**config.mk**
```make
export PLATFORM = sky130hd
export DESIGN_NAME = ex_div
export DESIGN_NICKNAME = d
export VERILOG_FILES = /design/src/rtl/ex_div.sv
export SDC_FILE = /design/constraint.sdc
export NUM_CORES = 1
export LEC_CHECK = 0
export ABC_AREA = 1
export ABC_CLOCK_PERIOD_IN_PS = 7780
export BUFFER_PORTS_ARGS = -buffer_cell sky130_fd_sc_hd__buf_2
export CAP_MARGIN = 20
export CORE_MARGIN = 2
export CORE_UTILIZATION = 54
export DETAILED_ROUTE_END_ITERATION = 8
export PLACE_DENSITY_LB_ADDON = 0.3
export SYNTH_ARGS = -nofsm -noshare
export SYNTH_HDL_FRONTEND = slang
export SYNTH_SLANG_ARGS = --single-unit
```
**constraint.sdc**
```tcl
create_clock -name clk -period 7.78 [get_ports clk]
set_input_delay 0.778 -clock clk [delete_from_list [all_inputs] [get_ports clk]]
set_output_delay 0.778 -clock clk [all_outputs]
set_load 0.02 [all_outputs]
```
**src/rtl/ex_div.sv**
```systemverilog
// ex_div: iterative radix-2 restoring 32-bit signed/unsigned divider for the EX stage.
// Optional DIV_ZERO_FAST_EN: a zero divisor skips the iterations and completes one cycle after start.
module ex_div (
    input  logic        clk,
    input  logic        rst,
    input  logic        div_start,
    input  logic        div_signed,
    input  logic        div_annul,
    input  logic [31:0] div_opdata1,
    input  logic [31:0] div_opdata2,
    output logic [63:0] div_result,
    output logic        div_ready,
    output logic        stallreq_for_div
);
    typedef enum logic [1:0] {IDLE, BUSY, DONE} state_t;

    state_t      state_q, state_d;
    logic [4:0]  cnt_q, cnt_d;
    logic [31:0] rem_q, rem_d;
    logic [31:0] dvd_q, dvd_d;
    logic [31:0] dvs_q, dvs_d;
    logic [31:0] orig_q, orig_d;
    logic        qs_q, qs_d, rs_q, rs_d, zero_q, zero_d;
    logic [63:0] result_q, result_d;
    logic        ready_q, ready_d;

    logic [32:0] rem_sh, rem_sub;
    logic        ge, fast_zero;
    logic [31:0] q_n, rem_n;
    logic [63:0] fin;

`ifdef DIV_ZERO_FAST_EN
    assign fast_zero = div_opdata2 == '0;
`else
    assign fast_zero = 1'b0;
`endif

    // Borrow out of the trial subtraction decides the quotient bit.
    assign rem_sh  = {rem_q, dvd_q[31]};
    assign rem_sub = rem_sh - {1'b0, dvs_q};
    assign ge      = ~rem_sub[32];
    assign rem_n   = ge ? rem_sub[31:0] : rem_sh[31:0];
    assign q_n     = {dvd_q[30:0], ge};
    assign fin     = zero_q ? {orig_q, 32'hFFFF_FFFF}
                            : {rs_q ? -rem_n : rem_n, qs_q ? -q_n : q_n};

    always_comb begin
        state_d  = state_q;
        cnt_d    = cnt_q;
        rem_d    = rem_q;
        dvd_d    = dvd_q;
        dvs_d    = dvs_q;
        orig_d   = orig_q;
        qs_d     = qs_q;
        rs_d     = rs_q;
        zero_d   = zero_q;
        result_d = result_q;
        ready_d  = 1'b0;
        if (div_annul) begin
            state_d = IDLE;
        end else begin
            case (state_q)
                IDLE: if (div_start) begin
                    dvd_d   = (div_signed & div_opdata1[31]) ? -div_opdata1 : div_opdata1;
                    dvs_d   = (div_signed & div_opdata2[31]) ? -div_opdata2 : div_opdata2;
                    qs_d    = div_signed & (div_opdata1[31] ^ div_opdata2[31]);
                    rs_d    = div_signed & div_opdata1[31];
                    orig_d  = div_opdata1;
                    zero_d  = div_opdata2 == '0;
                    rem_d   = '0;
                    cnt_d   = '0;
                    state_d = fast_zero ? DONE : BUSY;
                    if (fast_zero) begin
                        ready_d  = 1'b1;
                        result_d = {div_opdata1, 32'hFFFF_FFFF};
                    end
                end
                BUSY: begin
                    rem_d = rem_n;
                    dvd_d = q_n;
                    cnt_d = cnt_q + 5'd1;
                    if (cnt_q == 5'd31) begin
                        state_d  = DONE;
                        ready_d  = 1'b1;
                        result_d = fin;
                    end
                end
                default: state_d = IDLE;
            endcase
        end
    end

    always_ff @(posedge clk or posedge rst) begin
        if (rst) begin
            state_q  <= IDLE;
            cnt_q    <= '0;
            rem_q    <= '0;
            dvd_q    <= '0;
            dvs_q    <= '0;
            orig_q   <= '0;
            qs_q     <= 1'b0;
            rs_q     <= 1'b0;
            zero_q   <= 1'b0;
            result_q <= '0;
            ready_q  <= 1'b0;
        end else begin
            state_q  <= state_d;
            cnt_q    <= cnt_d;
            rem_q    <= rem_d;
            dvd_q    <= dvd_d;
            dvs_q    <= dvs_d;
            orig_q   <= orig_d;
            qs_q     <= qs_d;
            rs_q     <= rs_d;
            zero_q   <= zero_d;
            result_q <= result_d;
            ready_q  <= ready_d;
        end
    end

    assign div_result       = result_q;
    assign div_ready        = ready_q;
    assign stallreq_for_div = (state_q == IDLE & div_start & ~div_annul) | state_q == BUSY;
endmodule

```
==> results.py <==
metrics = {
    "run_status": {
        "outcome": "finished, final reports clean",
    },
    "global_routing": {
        "groute.usage.overall": 0.333,
        "first_global_vias": 14200,
        "grt_max_degree": 119,
        "antenna_found_initial": 0,
        "globalRoute.totalOverflow": 0,
        "grt_first_pass_wirelength_um": 75300,
    },
    "routing": {
        "via_count": 15100,
        "drt-initial-drc-count": 1798,
        "post-route-drc-count": 0,
        "finalWirelength_um": 47700,
        "wire_per_inst_um": 17.7,
        "final_ant_viol_nets": 0,
        "dr.pass1.iters": 6,
        "drt-vias-per-instance": 5.62,
    },
    "sta": {
        "finalClockSkew_ns": 0.0149,
        "max_freq_mhz": 207,
        "relative_slew_margins": 0.314,
        "finalMaxSlewViolations": 0,
        "hold_viol_final": 0,
        "finalCriticalPeriod_ns": 4.84,
        "fin_tns_setup_ns": 0,
        "rsz0062_at_grt": "no",
        "finalSetupViolCount": 0,
        "min_period_over_period": 0.622,
        "tightestPinTransition_ns": 1.03,
    },
    "setup_path": {
        "worst_setup_sp": "dvd_q[31]",
        "worstReg2RegEnd": "div_result[28]",
        "timing.critical_path.slowest_cell_delay_ns": 0.52,
        "cell_type_of_the_slowest_stage_on_the_worst_timing_path": "sky130_fd_sc_hd__nand2_4",
        "crit_cells": 25,
        "worstSetupEndpointType": "register",
        "timing.setup.critical_path_class": "reg -> reg",
        "startpoint_type": "register",
        "r2r_setup_slack_ns": 2.94,
        "worst-endpoint-required_ns": 8.19,
        "crit_family": "simple AND/OR/NAND/NOR gates",
        "critPathArrivalTime_ns": 5.25,
        "worstPathBufferInverterCount": 2,
        "critical_path.endpoint": "div_result[28]",
        "reg2regPathDepth": 25,
        "timing.critical_path.fanout_max": 47,
        "regToRegStartpoint": "dvd_q[31]",
        "path_common_cell": "sky130_fd_sc_hd__nor2_1",
    },
    "yosys": {
        "synth_largest_area_cell": "sky130_fd_sc_hd__dfrtp_1",
        "average_size_of_a_mapped_cell_sq_um": 6.57,
        "mappedNetlistNets": 2350,
        "synth.yosys.warnings": 0,
        "ys_seq_elements": 203,
        "synth_top_cells_by_area": "sky130_fd_sc_hd__dfrtp_1 (34%), sky130_fd_sc_hd__nand2_1 (19%), sky130_fd_sc_hd__inv_1 (7.8%)",
        "netlist_top_cells_count": "sky130_fd_sc_hd__nand2_1 (752), sky130_fd_sc_hd__inv_1 (307), sky130_fd_sc_hd__dfrtp_1 (203)",
        "post_synth_inst_count": 2242,
        "count_of_flip_flops_with_a_built_in_enable_after_synthesis": 0,
        "synth.yosys.seq_area_share": 0.345,
        "synth_cell_type_count": 53,
        "ys.flop_type": "sky130_fd_sc_hd__dfrtp_1",
        "yosysTopAreaCellShare": 0.345,
        "postSynth.asyncResetShare": 1.00,
        "synth.cell_area_sq_um": 14700,
        "synth.most_common_cell": "sky130_fd_sc_hd__nand2_1",
    },
    "place": {
        "gp_routability_congestion": 0.966,
        "placed_instance_count": 2653,
        "detailed_place_hpwl_um": 36800,
        "placedInstanceArea_sq_um": 15600,
        "place.port_buffers": 134,
    },
    "floorplanning": {
        "coreArea_sq_um": 26900,
        "initial_utilization": 0.548,
        "io_pins": 135,
        "num_rows": 60,
        "die_y_um": 169,
        "dieArea_sq_um": 28600,
        "die-width_um": 169,
    },
    "clock_tree": {
        "path_clk_slew_ns": 0.06,
        "htreeDepth": 1,
        "cts_tree": "done",
        "clock_sink_count": 203,
        "cts.repair.resized": 0,
        "post-cts-setup-buffers": 0,
        "cts-hold-fix-buffers": 0,
        "clock_latency_at_the_later_pin_of_the_worst_skew_pair_ns": 0.53,
        "ctsLongestPathBuffers": 3,
        "tritoncts.num_buffers": 24,
        "ctsRootBufferMaster": "sky130_fd_sc_hd__clkbuf_16",
    },
    "run": {
        "max_capacitance_violation_count": 0,
    },
    "power": {
        "max-vdd-ir-drop_v": 0.000255,
        "cell_internal_pwr_uw": 3210,
        "swShare": 0.527,
        "power.net_switching_uw": 3570,
        "share_seq_of_total_power": 0.212,
        "power.share.clock": 0.175,
        "share_comb_of_total_power": 0.614,
        "pwr_density_cell_nw_per_um2": 413,
        "cellLeakagePower_uw": 0.00925,
    },
    "finish": {
        "areaGrowthSynthToFinish_pct": 11.4,
        "antenna-diode-count": 0,
        "n_fill_cell": 2597,
        "nNetsFinal": 2446,
        "postLayoutCellArea_sq_um": 16400,
        "final_cells": 2695,
        "post_route_cells_drive_above_1_share": 0.116,
    },
    "hold_path": {
        "class_of_the_worst_hold_path": "in -> async",
    },
}
==> cell usage in the layout (no fill, tap or decap), drive strengths merged, types with 23 or more instances in the layout <==
cell type    n
buf        146
nor2       218
ha          38
xor2        51
nand2      795
inv        314
nor3        23
a21oi       65
clkbuf      29
o21ai      149
nand3      142
o22ai       39
dfrtp      203
==> power groups by stage <==
stage / clock [uW] / combinational [uW] / sequential (uW)
global placement: 0 / 4040 / 1440
detailed placement: 0 / 4090 / 1450
global route: 1230 / 4650 / 1450
floorplan: 0 / 3160 / 1370
finish: 1180 / 4160 / 1440
CTS: 1190 / 4110 / 1430
==> per-stage QoR <==
step | hold slack [ns] | setup WS, ns | utilization | total power (uW)
3_5_place_dp | 0.461 | 3.08 | 0.579 | 5530
2_1_floorplan | 0.444 | 1.46 | - | 4540
5_1_grt | 0.451 | 2.59 | 0.610 | 7330
3_3_place_gp | 0.461 | 3.19 | 0.579 | 5480
4_1_cts | 0.422 | 3.06 | 0.610 | 6730
6_report | 0.363 | 2.94 | 0.610 | 6780
==> layout make-up <==
type | instances | area [sq um] | area share
inverters | 315 | 1190 | 0.0725
well taps | 341 | 427 | 0.0260
repair buffers | 146 | 761 | 0.0464
multi-input cells | 1648 | 8120 | 0.495
flip-flops and latches | 203 | 5080 | 0.310
clock buffers | 29 | 659 | 0.0402
clock inverters | 13 | 173 | 0.0105
==> worst min path at each step <==
stage | cells after the start | end | slack, ns | from
2_1_floorplan | 2 | orig_q[8] | 0.44 | orig_q[8]
3_3_place_gp | 2 | div_result[60] | 0.46 | div_result[60]
3_5_place_dp | 2 | div_result[47] | 0.46 | div_result[47]
4_1_cts | 2 | div_ready | 0.42 | rst
5_1_grt | 2 | dvs_q[13] | 0.45 | rst
6_report | 2 | dvs_q[13] | 0.36 | rst
==> state kept, by name, summed over array words and instances, names as in the netlist <==
name        cells
state_q         2
div_result     64
rem_q          32
zero_q          1
orig_q         32
cnt_q           5
dvs_q          32
dvd_q          32
div_ready       1
qs_q            1
rs_q            1
==> routing by layer <==
metal | track usage | share of wire | vias to the layer above | routed length, um
met4 | 0.0910 | 0.028 | 0 | 1360
met5 | 0 | 0 | - | 0
met2 | 0.528 | 0.44 | 650 | 21200
met1 | 0.481 | 0.45 | 7060 | 21300
li1 | - | - | 7329 | -
met3 | 0.0457 | 0.081 | 105 | 3870
==> cell families (layout without fill, tap and decap cells) <==
group	count (synthesis)	in the layout	synth area share
flip-flops	203	203	0.345
XOR/XNOR	61	61	0.0363
AO/OA/AOI/OAI	320	320	0.125
buffers and inverters	391	503	0.105
AND/OR/NAND/NOR	1228	1228	0.355
adder cells (fa/ha/maj)	39	39	0.0336
Power figures use the tool's default switching activity.
